--- src/rtl/ram.sv ---
// Register-file RAM: 2^ADDR_W words of DATA_W bits, write on the rising clk edge,
// combinational read from a, every word cleared asynchronously while rst_n is low.
module ram #(
  parameter int ADDR_W = 6,
  parameter int DATA_W = 32
) (
  input  logic              clk,
  input  logic              rst_n,
  input  logic [ADDR_W-1:0] a,
  input  logic [DATA_W-1:0] d,
  input  logic              we,
  output logic [DATA_W-1:0] spo
);

  localparam int DEPTH = 1 << ADDR_W;

  logic [DATA_W-1:0] mem [DEPTH];

  // Each word is its own register with a private enable, so an undefined address
  // can only ever disturb the word it happens to decode to.
  generate
    for (genvar gi = 0; gi < DEPTH; gi++) begin : g_word
      logic [DATA_W-1:0] word_reg;
      logic              hit;

      assign hit = we && (a == ADDR_W'(gi));

      always_ff @(posedge clk or negedge rst_n) begin
        if (!rst_n) begin
          word_reg <= '0;
        end else if (hit) begin
          word_reg <= d;
        end
      end

      assign mem[gi] = word_reg;
    end
  endgenerate

  assign spo = mem[a];

endmodule

--- config.mk ---
export PLATFORM = sky130hd
export DESIGN_NAME = ram
export DESIGN_NICKNAME = d
export VERILOG_FILES = /design/src/rtl/ram.sv
export SDC_FILE = /design/constraint.sdc
export NUM_CORES = 2
export LEC_CHECK = 0
export ABC_AREA = 0
export BUFFER_PORTS_ARGS = -buffer_cell sky130_fd_sc_hd__buf_4
export CAP_MARGIN = 30
export CORE_MARGIN = 8
export CORE_UTILIZATION = 60
export CTS_BUF_LIST = sky130_fd_sc_hd__clkbuf_8
export CTS_CLUSTER_DIAMETER = 200
export DETAILED_ROUTE_END_ITERATION = 6
export GPL_ROUTABILITY_DRIVEN = 0
export PLACE_DENSITY_LB_ADDON = 0.3
export SLEW_MARGIN = 20
export SYNTH_ARGS = -nofsm -noshare
export SYNTH_HDL_FRONTEND = slang
export SYNTH_SLANG_ARGS = --single-unit
export TNS_END_PERCENT = 1
--- constraint.sdc ---
create_clock -name clk -period 3.8 [get_ports clk]
set_clock_uncertainty 0.2 [all_clocks]
set_input_delay 0.76 -clock clk [delete_from_list [all_inputs] [get_ports clk]]
set_output_delay 0.76 -clock clk [all_outputs]
set_load 0.1 [all_outputs]
* Word level (Yosys, flattened, before mapping)
Index checks and enable logic that the tools add are counted.
** Storage, ports and cells
- Flip-flop bits (word level) :: 2048
- Input bits :: 41
- Output and inout bits :: 32
** Cells by class
- Order comparisons :: 1
- Eq/ne operators :: 63
- Mux-type cells :: 3
- Bitwise logic cells :: 1
- Reduce and logical (&&, ||, !) cells :: 65
** Operators by type and width (count)
- $bmux 32 s6 :: 1
- $eq 6x6->1 const B :: 32
- $eq 6x5->1 const B :: 16
- $logic_and 1x1->1 :: 64
- $mux 32 :: 2
- $eq 6x4->1 const B :: 8
- $eq 6x3->1 const B :: 4
- $eq 6x2->1 const B :: 2
- $ge 7x7->1 const B :: 1
- $not 6->7 :: 1
- $eq 6x1->1 const B :: 1
- $logic_not 6->1 :: 1

* Longest topological paths before layout
- Word-level depth :: 4
- Mapped depth :: 8
- Mapped depth without buffers :: 4

* Worst setup path before layout
Ideal clock, no wire load.
- Path type :: input -> output
- Start point :: input a[1]
- End point :: output spo[30]
- Arrival time :: 3.067 ns
- Required time :: 2.840 ns
- Slack :: -0.227 ns
- Stages on the path :: 7
- Buffers on the path :: 3
- Cell sequence :: buf_2 > clkbuf_1 > clkbuf_1 > mux4_2 > a22oi_1 > a21oi_1 > or4_1
** On the way
- Word-level cells in the longest chain between the ends :: 4
** RTL lines
- start: declaration :: line 9 : input logic [ADDR_W-1:0] a,
- $not 6->7 (implied by the code) :: line 40 : assign spo = mem[a];
- $bmux 32 s6 :: line 40
- $mux 32 (implied by the code) (2 in series) :: line 40
- end: declaration :: line 12 : output logic [DATA_W-1:0] spo
No other way between the ends. The select of a mux whose other input is x is not followed.

* Worst setup path after layout
- Start point :: input a[0]
- End point :: output spo[14]
Same word-level chain as after synthesis.

==> run_results.csv <==
group,metric,value,unit
synth,ys_seq_area_frac,0.558,
layout,final_common_cell,"dfrtp_1",
global_route,antenna_found_initial,9,
status,violations,"negative setup slack",
die,die_w,407,µm
critical_path,critPathMaxFanout,8,
synth,ys_types,27,
power_and_ir_drop,power_density,502,nW/µm²
die,initial_core_util,0.604,
sta,hold_viol,0,
global_route,overflow,0,
clocking,cts_tree,"built",
layout,stdcell_area,106000,µm²
power_and_ir_drop,leakage,49.4,nW
global_route,grt_max_degree,108,
sta,period_share,1.07,
route,drt-initial-drc-count,4785,
synth,post-synth-top-area-cell,"dfrtp_1",
critical_path,cp_top_family,"buffers and inverters",
critical_path,critical_path_required,2840,ps
sta,fmax,246,MHz
clocking,cts_sinks,2048,
clocking,clockBufferDepth,4,
clocking,cts-root-buf,"clkbuf_8",
placed_design,post-place-ws,-519,ps
die,core_area,152000,µm²
critical_path,path_cells,"buf_16 > buf_12 > buf_16 > buf_4 > buf_4 > mux4_2 > a22oi_2 > a21oi_2 > or4_4 > buf_12",
placed_design,detailed_place_hpwl,155,mm
sta,period_needed,4070,ps
route,num_vias,54800,
synth,syn_area_per_cell,16.0,µm²
global_route,grt_pass1_wl,386,mm
route,viasPerCell,6.62,
synth,synth_nets,5775,
job,maxCapViolCount,0,
route,drt-pass1-iter-count,5,
placed_design,post_dp_cell_area,97500,µm²
critical_path,crit_path_max_incr_delay,530,ps
sta,slew_headroom,0.361,
layout,nets,6066,
min_path,min_path_type,"input pin to async pin",
sta,slew_violations,0,
critical_path,crit_buf_inv,6,
die,num_rows,143,
status,outcome,"finished with violations",
die,dieArea,166000,µm²
synth,synth_warnings,0,
route,finalWirelength,256,mm
synth,yosys-top-cells-area,"dfrtp_1 56%, mux2_2 24%, mux4_2 13%, a22oi_1 2.1%, mux2_1 1.6%",
synth,synth_top_area_frac,0.558,
critical_path,cp-start-kind,"input pin",
layout,layout-drive-gt1-share,0.594,
clocking,clk_pin_slew_worst_paths,60,ps
route,wire_per_inst,30.9,µm
clocking,numCtsBuffers,344,
layout,final_cell_mix,"2,048 x dfrtp_1, 1,921 x mux2_2, 512 x mux4_2",
critical_path,worstSetupPathType,"input pin to primary output",
critical_path,slowest_stage,"mux4_2",
sta,rsz0062_at_grt,"true",
clocking,clk_latency,1020,ps
die,die_h,407,µm
placed_design,portBuffers,72,
layout,syn_to_final_growth,15.2,%
critical_path,cp_data_arrival_time,3110,ps
global_route,first_global_vias,58900,
clocking,cts_max_level,5,
global_route,grt_use_total,0.307,
sta,worst_pin_slew,958,ps
route,drtAntennaViolNets,0,
critical_path,cp-end-kind,"primary output",
layout,largest_reg_flops,2048,
synth,syn_area,91800,µm²
power_and_ir_drop,ir_worst_vdd,0.339,mV
sta,fin_ws,-273,ps
route,post-route-drc-count,0,
synth,synth_cells,5734,
synth,ys_seq_elements,2048,
sta,finalSetupViolCount,32,
die,ios,73,
## path summary, 6_finish.rpt
check	startpoint	to	slack [ps]	cells after the start
worst max-delay path	a[0]	spo[14]	-270	10
min in group clk	d[17]	g_word[19].word_reg[17]$_DFFE_PN0P_	180	2
worst min-delay path	rst_n	g_word[32].word_reg[1]$_DFFE_PN0P_	150	2
worst min register to register	g_word[45].word_reg[5]$_DFFE_PN0P_	g_word[45].word_reg[5]$_DFFE_PN0P_	280	1
max in group asynchronous	rst_n	g_word[48].word_reg[28]$_DFFE_PN0P_	2010	3
worst max register to register	g_word[17].word_reg[22]$_DFFE_PN0P_	g_word[17].word_reg[22]$_DFFE_PN0P_	2780	1
## cell families (layout without fill, tap and decap cells)
logic type | count (synthesis) | count (layout) | synth area share
mux | 2560 | 2560 | 0.377
flops | 2048 | 2048 | 0.558
other cells | 0 | 7 | 0
compound gates | 384 | 384 | 0.0279
buf+inv | 609 | 1114 | 0.0293
simple gates | 133 | 133 | 0.00774
## routing by layer
layer	GRT usage	vias up	wire (µm)
met3	0.0839	582	22600
met5	0	-	26
met2	0.473	2180	120000
li1	-	22100	-
met1	0.421	30000	103000
met4	0.119	4	10200
## what timing repair did
| item | CTS | global route |
|---|---|---|
| endpoints found under the hold margin | 232 | 0 |
| resized for setup | 261 | 26 |
| setup endpoints to repair | 32 | 32 |
| setup buffers | 16 | 5 |
| cloned | 4 | 0 |
| hold buffers | 1 | 0 |
| pin swaps | 37 | 8 |
## cells in the mapped netlist
cell type and count:
buf_2 194, nand3b_1 3, mux2_1 127, or2_2 2, or4_1 32, clkbuf_1 308, a22oi_1 256, mux4_2 512
mux2_2 1921, buf_6 19, nor3_2 2, and3_1 2, nand2_1 42, nor3b_1 1, nor3_1 2, nor2b_1 2
buf_1 83, and2_1 1, nor2_1 27, or3b_2 1, and3b_1 1, nor4_2 1, nand2b_1 6, a21oi_1 128
nand3_1 8, buf_4 5, dfrtp_1 2048
## cell type report
type                       instances  area [µm²]
sequential                      2048       51200
fill                            9657       46100
multi-input combinational       3077       38900
timing repair buffer             554        6380
clock buffer                     439        6040
tap                             2030        2540
clock inverter                   121         608
antenna                            7        17.5
## per-stage QoR
step                       util  TNS, ps  instances  power (mW)  hold WS [ps]
final                     0.696    -6990       8276        53.2           152
after global routing      0.696    -8710       8271        55.2           162
after CTS                 0.695    -7730       8264        53.4          99.1
after detailed placement  0.642   -13610       7683        33.8           269
after global placement    0.642   -13400       7683        33.4           262
after floorplan               -    -6630       5734        31.3           252
## power breakdown
group	total [mW]	leakage [nW]	internal, mW	switching [mW]
Sequential	26.1	27.2	24.7	1.43
Clock	19.2	3.78	10.5	8.69
Combinational	7.80	18.4	4.37	3.44
Total	53.2	49.4	39.6	13.6
(Power assumes the default switching activity.)
